File: src/rtl/uart_tx_fifo_feeder_pkg.sv
// Shared types for the UART transmit FIFO feeder.
//   TX_FIFO_state_type : hand-off FSM states (idle, load byte, request, wait busy)
//   TXF_DEFAULT_DEPTH_LOG2 / TXF_MIN_DEPTH_LOG2 / TXF_MAX_DEPTH_LOG2 : depth parameter range
package uart_tx_fifo_feeder_pkg;

  localparam int unsigned TXF_DEFAULT_DEPTH_LOG2 = 4;
  localparam int unsigned TXF_MIN_DEPTH_LOG2     = 2;
  localparam int unsigned TXF_MAX_DEPTH_LOG2     = 8;

  typedef enum logic [1:0] {
    S_TXF_IDLE = 2'd0,
    S_TXF_LOAD = 2'd1,
    S_TXF_REQ  = 2'd2,
    S_TXF_BUSY = 2'd3
  } TX_FIFO_state_type;

endpackage

File: src/rtl/uart_tx_fifo_mem.sv
// Byte storage for the UART transmit FIFO: 2**DEPTH_LOG2 x 8 RAM,
// synchronous write port, asynchronous (combinational) read port.
//   i_clk   : system clock
//   i_we    : write enable
//   i_waddr : write address
//   i_wdata : write data
//   i_raddr : read address
//   o_rdata : read data (combinational from i_raddr)
module uart_tx_fifo_mem #(
  parameter int unsigned DEPTH_LOG2 = 4
) (
  input  logic                  i_clk,
  input  logic                  i_we,
  input  logic [DEPTH_LOG2-1:0] i_waddr,
  input  logic [7:0]            i_wdata,
  input  logic [DEPTH_LOG2-1:0] i_raddr,
  output logic [7:0]            o_rdata
);

  logic [7:0] r_mem [2**DEPTH_LOG2];

  always_ff @(posedge i_clk) begin
    if (i_we) r_mem[i_waddr] <= i_wdata;
  end

  assign o_rdata = r_mem[i_raddr];

endmodule

File: src/rtl/uart_tx_fifo_feeder.sv
// Byte FIFO feeding the UART transmit controller over the
// Start/TX_data/Empty handshake. System logic can burst up to 2**DEPTH_LOG2
// bytes at full clock rate; bytes leave one at a time, in order.
//   Clock      : system clock
//   Resetn     : asynchronous active-low reset
//   Write_en   : push Write_data (ignored when Full)
//   Write_data : byte to enqueue
//   Full       : FIFO holds 2**DEPTH_LOG2 bytes
//   Fill_level : bytes stored, excluding the byte already handed to TX
//   Overflow   : sticky, set by a write attempt while Full
//   Clear_ovf  : clears Overflow (a simultaneous overflowing write wins)
//   TX_start   : start request to the transmit controller (registered)
//   TX_data    : byte offered to the controller, stable while TX_start=1
//   TX_empty   : controller idle / stop bit in progress
module uart_tx_fifo_feeder
  import uart_tx_fifo_feeder_pkg::*;
#(
  parameter int unsigned DEPTH_LOG2 = TXF_DEFAULT_DEPTH_LOG2
) (
  input  logic                Clock,
  input  logic                Resetn,
  input  logic                Write_en,
  input  logic [7:0]          Write_data,
  output logic                Full,
  output logic [DEPTH_LOG2:0] Fill_level,
  output logic                Overflow,
  input  logic                Clear_ovf,
  output logic                TX_start,
  output logic [7:0]          TX_data,
  input  logic                TX_empty
);

  localparam logic [DEPTH_LOG2:0] PTR_ONE = (DEPTH_LOG2+1)'(1);

  TX_FIFO_state_type r_state, w_state_nxt;

  logic [DEPTH_LOG2:0] r_wr_ptr, r_rd_ptr;
  logic [DEPTH_LOG2:0] w_fill;
  logic                w_full, w_push, w_load, w_have_data;
  logic                r_overflow, r_tx_start, w_tx_start_nxt;
  logic [7:0]          r_tx_data, w_rd_data;

  // Extra pointer MSB distinguishes full from empty when the low bits match.
  assign w_fill      = r_wr_ptr - r_rd_ptr;
  assign w_full      = (r_wr_ptr[DEPTH_LOG2] != r_rd_ptr[DEPTH_LOG2]) &&
                       (r_wr_ptr[DEPTH_LOG2-1:0] == r_rd_ptr[DEPTH_LOG2-1:0]);
  assign w_push      = Write_en & ~w_full;
  assign w_have_data = (w_fill != '0);

  uart_tx_fifo_mem #(
    .DEPTH_LOG2 (DEPTH_LOG2)
  ) u_mem (
    .i_clk   (Clock),
    .i_we    (w_push),
    .i_waddr (r_wr_ptr[DEPTH_LOG2-1:0]),
    .i_wdata (Write_data),
    .i_raddr (r_rd_ptr[DEPTH_LOG2-1:0]),
    .o_rdata (w_rd_data)
  );

  always_ff @(posedge Clock or negedge Resetn) begin
    if (!Resetn) begin
      r_wr_ptr   <= '0;
      r_rd_ptr   <= '0;
      r_overflow <= 1'b0;
    end else begin
      if (w_push) r_wr_ptr <= r_wr_ptr + PTR_ONE;
      // LOAD is only entered with data present, so the pop never underflows.
      if (w_load) r_rd_ptr <= r_rd_ptr + PTR_ONE;
      if (Write_en && w_full) r_overflow <= 1'b1;
      else if (Clear_ovf)     r_overflow <= 1'b0;
    end
  end

  always_ff @(posedge Clock or negedge Resetn) begin
    if (!Resetn) begin
      r_state    <= S_TXF_IDLE;
      r_tx_start <= 1'b0;
      r_tx_data  <= '0;
    end else begin
      r_state    <= w_state_nxt;
      r_tx_start <= w_tx_start_nxt;
      if (w_load) r_tx_data <= w_rd_data;
    end
  end

  // TX_empty may still be 1 in REQ while the controller waits for a baud tick;
  // only its fall shows the byte has been latched.
  always_comb begin
    w_state_nxt    = r_state;
    w_tx_start_nxt = r_tx_start;
    w_load         = 1'b0;
    case (r_state)
      S_TXF_IDLE: if (w_have_data) w_state_nxt = S_TXF_LOAD;
      S_TXF_LOAD: begin
        w_load         = 1'b1;
        w_tx_start_nxt = 1'b1;
        w_state_nxt    = S_TXF_REQ;
      end
      S_TXF_REQ: if (!TX_empty) begin
        w_tx_start_nxt = 1'b0;
        w_state_nxt    = S_TXF_BUSY;
      end
      S_TXF_BUSY: if (TX_empty) w_state_nxt = w_have_data ? S_TXF_LOAD : S_TXF_IDLE;
      default: begin
        w_state_nxt    = S_TXF_IDLE;
        w_tx_start_nxt = 1'b0;
      end
    endcase
  end

  assign Full       = w_full;
  assign Fill_level = w_fill;
  assign Overflow   = r_overflow;
  assign TX_start   = r_tx_start;
  assign TX_data    = r_tx_data;

endmodule

File: config.mk
export PLATFORM = sky130hd
export DESIGN_NAME = uart_tx_fifo_feeder
export DESIGN_NICKNAME = d
export VERILOG_FILES = /design/src/rtl/uart_tx_fifo_feeder_pkg.sv /design/src/rtl/uart_tx_fifo_mem.sv /design/src/rtl/uart_tx_fifo_feeder.sv
export SDC_FILE = /design/constraint.sdc
export NUM_CORES = 1
export LEC_CHECK = 0
export BUFFER_PORTS_ARGS = -buffer_cell sky130_fd_sc_hd__buf_4
export CORE_ASPECT_RATIO = 0.75
export CORE_MARGIN = 8
export CORE_UTILIZATION = 55
export DETAILED_ROUTE_END_ITERATION = 10
export GPL_TIMING_DRIVEN = 1
export PLACE_DENSITY = 0.74
export RECOVER_POWER = 100
export SLEW_MARGIN = 25
export SYNTH_ARGS = -nofsm -noshare
export SYNTH_HDL_FRONTEND = slang
export SYNTH_SLANG_ARGS = --single-unit
export TNS_END_PERCENT = 1
File: constraint.sdc
create_clock -name Clock -period 3.6 [get_ports Clock]
set_input_delay 0.18 -clock Clock [delete_from_list [all_inputs] [get_ports Clock]]
set_output_delay 0.18 -clock Clock [all_outputs]
set_load 0.005 [all_outputs]
After elaboration in Yosys (flattened, before gate mapping)
Memory sizes are Yosys's and may differ from the RTL's. A register that Yosys moved wholly into a read port is not among the register bits.
Cells that the tools add are included.
Operators by class
  add/sub/neg operators: 3
  equality and inequality tests: 8
  multiplexer cells: 12
  bitwise gates (word level): 2
  reductions and logical operators: 9
Operator list (count)
  $add 5x1->5 const B: 2
  $pmux 2 s4: 1
  $mux 1: 7
  $mux 2: 3
  $ne 2x2->1 const B: 3
  $reduce_bool 5->1: 1
  $sub 5x5->5: 1
  $eq 2x2->1 const B: 2
  $eq 4x4->1: 1
  $reduce_bool 2->1: 2
  $reduce_and 3->1: 1
  $eq 2x1->1 const B: 1
  $logic_and 1x1->1: 2
  $logic_not 2->1: 1
  $pmux 1 s2: 1
  $reduce_and 2->1: 1
  $and 1x1->1: 1
  $logic_not 1->1: 1
  $ne 1x1->1: 1
  $not 1->1: 1
Word-level totals
  register bits: 14
  RAM bits: 128
  input bits: 13
  output and inout bits: 16
  logic and storage cells: 40
  memories: 1
Memories
  u_mem.r_mem: depth 16, bits a word 8, rd ports 1, clocked after memory_dff 1, write ports 1, RTL line uart_tx_fifo_mem.sv:20  | logic [7:0] r_mem [2**DEPTH_LOG2];

Logic depth before layout (Yosys ltp)
  depth after elaboration: 6
  depth in mapped cells: 9
  gate-level depth less buffers: 9

Modules after synthesis
A second synthesis with hierarchy kept.
Unflattened totals
  cells, all modules: 324
  area, all modules: 6184.7 sq um
By module, submodules not included
  uart_tx_fifo_mem: times used 1, cells an instance 221, area each 4987.3 sq um, seq. area each 3843.7 sq um
  uart_tx_fifo_feeder: times used 1, cells an instance 103, area each 1197.4 sq um, seq. area each 550.5 sq um

Least setup slack after synthesis
OpenSTA, ideal clock, no wires.
  path type: flip-flop to flip-flop
  from: reg r_rd_ptr[1]
  to: mem u_mem.r_mem[0][0], enable pin
  library setup time: 0.395 ns
  arrival time: 2.350 ns
  setup slack: 0.856 ns
  cell stages (with the launch flop): 8
  cell sequence: dfrtp_1 > buf_2 > clkbuf_1 > inv_1 > ha_1 > nand4_1 > o21ai_1 > nor4_1
On the way
  cells in the longest elaborated chain, start to end: 6
Ends and longest elaborated chain
  start, declared: RTL line uart_tx_fifo_feeder.sv:37  | logic [DEPTH_LOG2:0] r_wr_ptr, r_rd_ptr;
  start signal, assigned: RTL line uart_tx_fifo_feeder.sv:69  | if (w_load) r_rd_ptr <= r_rd_ptr + PTR_ONE;
  $eq 4x4->1: RTL line uart_tx_fifo_feeder.sv:46  | (r_wr_ptr[DEPTH_LOG2-1:0] == r_rd_ptr[DEPTH_LOG2-1:0]);
  $logic_and 1x1->1: RTL line uart_tx_fifo_feeder.sv:45  | assign w_full = (r_wr_ptr[DEPTH_LOG2] != r_rd_ptr[DEPTH_LOG2]) &&
  $not 1->1: RTL line uart_tx_fifo_feeder.sv:47  | assign w_push = Write_en & ~w_full;
  $and 1x1->1: RTL line uart_tx_fifo_feeder.sv:47
  $mux 1: RTL line uart_tx_fifo_mem.sv:23  | if (i_we) r_mem[i_waddr] <= i_wdata;
  $mux 1 (implied by the code): RTL line uart_tx_fifo_mem.sv:23
  end, declared: RTL line uart_tx_fifo_mem.sv:20
Every way passes these cells.

==> metrics.cfg <==
[synthesis]
yosys-top-cells-count=edfxtp_1, nand2_1, mux4_2
avgSynthCellArea_sq_um=16.9
synth_top_family_by_area=multiplexers
synth-xor-area-share_pct=1.92
netlist_instances=369
yosysTopAreaCellShare_pct=61.5
yosysSeqAreaShare_pct=70.3
synth_top_area_cell=edfxtp_1
ys_async_sr_fraction_pct=14.7
syn_area_sq_mm=0.00625
synth_edf_count=128
yosys-top-cells-area=edfxtp_1, mux4_2, dfrtp_1
yosys.area_share.simple_pct=6.22
synth_cell_types=42
yosysWarnings=0
synthMuxAreaShare_pct=12.2
ys_ff_latch=150
synth_fa_ha_area_share_pct=3.12
synth_compound_area_share_pct=2.94
syn-num-nets=397
synth_top_flop_cell=edfxtp_1
yosysMostFrequentCell=edfxtp_1

[cts]
postCtsSetupBuffers=0
tritoncts=done
cts-root-buf=clkbuf_16
clkLatencyLatePin_ps=420
clkTransAtPathRegs_ps=60
clock_sinks=150
cts_buffers=17
cts_max_path_buffers=2
cts_resized=0
cts.htree.levels=4

[floorplan]
fp.dieW_um=139
io_pins=29
coreArea_sq_mm=0.0110
initial_utilization_pct=56.7
die_h_um=108
row_count=33
die-area_sq_mm=0.0151

[setup_path]
crit_fanout=35
end_kind=register
slowest_stage=clkbuf_2
crit_type=reg2reg
crit_chain=clkbuf_2 -> mux4_1 -> nand2_1 -> nand2_1 -> a22oi_1 -> o21ai_0
max_stage_delay_ps=990
cp_common_cell=nand2_1
cp.arrival_ps=3130
cp-start-kind=register
worstPathRequired_ps=3870
ff2ff_path_depth=6

[route]
totalWireLength_um=13000
dr.pass1.iters=5
ant_nets=0
viasPerCell=5.94
wire_per_inst_um=23.1
drt-initial-drc-count=255
drc=0
vias=3343

[place]
io_buffers=28
place_ws_ps=1050
dp_hpwl_um=8260
place_congestion=0.789

[global_route]
grt_pass1_vias=3352
overflow=0
grt_max_degree=36
antenna_found_initial=0
grt_first_pass_wirelength_um=19900
grt_usage_pct=18.4

[finish]
nets=438
fin_util_pct=64.9
n_antenna_cell=0
areaGrowthSynthToFinish_pct=14.5
drive_above_1_share_pct=20.1

[timing]
hold_violations=0
fin_skew_ps=8.12
relSlewSlack_pct=10.4
finalCritPeriodShare_pct=79.5
slew_viol_final=0
grt_setup_unrepaired=no
whs_ps=243
fmax_mhz=349
fin_ws_ps=738
post-route-min-period_ps=2860
setup_viol=0
fin_setup_tns_ps=0
worst_pin_slew_ps=1340

[pwr]
p_leak_nw=2.57
vdd_drop_max_v=0.000615
powerDensity_mw_per_mm2=872

[hold_path]
hold_class=in2reg
hold_depth=3

[run]
max-cap-violations=0

[run_status]
status=finished, final reports clean

==> final timing paths <==
| path | startpoint | end | slack [ps] |
|---|---|---|---|
| max | r_rd_ptr[0]$_DFFE_PN0P_ | TX_data[4]$_DFFE_PN0P_ | 740 |
| min | Write_en | r_wr_ptr[1]$_DFFE_PN0P_ | 240 |
| max reg2reg | r_rd_ptr[0]$_DFFE_PN0P_ | TX_data[4]$_DFFE_PN0P_ | 740 |
| min reg2reg | TX_data[6]$_DFFE_PN0P_ | TX_data[6]$_DFFE_PN0P_ | 520 |
| max in group asynchronous | Resetn | r_rd_ptr[0]$_DFFE_PN0P_ | 2120 |
| min in group asynchronous | Resetn | r_state[0]$_DFFE_PN0P_ | 600 |
==> sequential cells by signal, summed over array words and instances (netlist names) <==
signal,count
r_state,2
u_mem.r_mem,128
TX_data,8
r_rd_ptr,5
Overflow,1
r_wr_ptr,5
TX_start,1
==> layout by cell type, fill, tap and decap left out, types with 2 or more instances in the layout <==
| master | Yosys | final |
|---|---|---|
| edfxtp_1 | 128 | 128 |
| nand2_1 | 55 | 55 |
| mux4_2 | 30 | 30 |
| inv_1 | 23 | 23 |
| dfrtp_1 | 22 | 21 |
| clkbuf_16 | 0 | 17 |
| clkbuf_4 | 0 | 15 |
| ha_1 | 14 | 14 |
| clkbuf_1 | 9 | 14 |
| o21ai_0 | 3 | 13 |
| xnor2_1 | 8 | 8 |
| a22oi_1 | 8 | 8 |
| nor2_1 | 6 | 6 |
| clkinvlp_4 | 0 | 6 |
| nand4_1 | 5 | 5 |
| buf_4 | 0 | 5 |
| and3_1 | 4 | 4 |
| and2_0 | 0 | 4 |
| nor4_1 | 4 | 4 |
| bufinv_16 | 0 | 4 |
| dlygate4sd3_1 | 0 | 4 |
| xor2_1 | 2 | 3 |
| clkinv_1 | 0 | 3 |
| a21oi_1 | 1 | 2 |
| inv_2 | 2 | 2 |
| nor2b_1 | 1 | 2 |
| mux4_1 | 2 | 2 |
| clkinv_2 | 0 | 2 |
==> power by group <==
part / leakage, nW / switching [mW] / internal (mW) / total (mW)
registers: 1.42 / 0.163 / 2.17 / 2.33
logic: 0.867 / 1.18 / 0.911 / 2.09
clock network: 0.279 / 0.681 / 1.15 / 1.83
==> cells by family (layout without fill, tap and decap cells) <==
logic type / Yosys count / count (layout)
AO/OA/AOI/OAI: 29 / 29
XOR/XNOR: 12 / 12
adder cells (fa/ha/maj): 15 / 15
buffers and inverters: 42 / 96
flip-flops: 150 / 150
multiplexers: 35 / 35
AND/OR/NAND/NOR: 86 / 86
==> final cells by class <==
type                            instances  area, sq um
Multi-Input combinational cell        177         1640
Clock buffer                           17          425
Clock inverter                         15          186
Inverter                               25         93.8
Tap cell                              140          175
Sequential cell                       150         4400
Fill cell                             771         3860
Timing Repair Buffer                   39          248
==> critical path, delay by kind of cell, from the launching register on <==
| family | cells | cell delay (ps) |
|---|---|---|
| buf+inv | 1 | 990 |
| flops | 1 | 370 |
| compound gates | 2 | 410 |
| simple gates | 2 | 180 |
| mux | 1 | 750 |
==> metrics by stage <==
stage	cells	total power [mW]	area, sq um
after floorplan	369	3.82	6250
after global placement	527	4.45	6580
after detailed placement	527	4.51	6580
after CTS	563	6.36	7230
after global routing	563	6.57	7160
final	563	6.25	7160
==> layer usage <==
metal | GRT usage (%) | wire length [um] | vias to the layer above
met5 | 0 | 0 | -
met4 | 7.49 | 127 | 0
met3 | 4.36 | 996 | 14
met2 | 27.9 | 6050 | 159
met1 | 25.7 | 5840 | 1697
li1 | - | - | 1473
==> timing repair <==
| action | CTS | global route |
|---|---|---|
| endpoints found under the hold margin | 24 | 0 |
| hold buffers | 4 | 0 |
| setup endpoints to repair | 0 | 0 |
No activity file was read; power rests on OpenSTA's default activity.
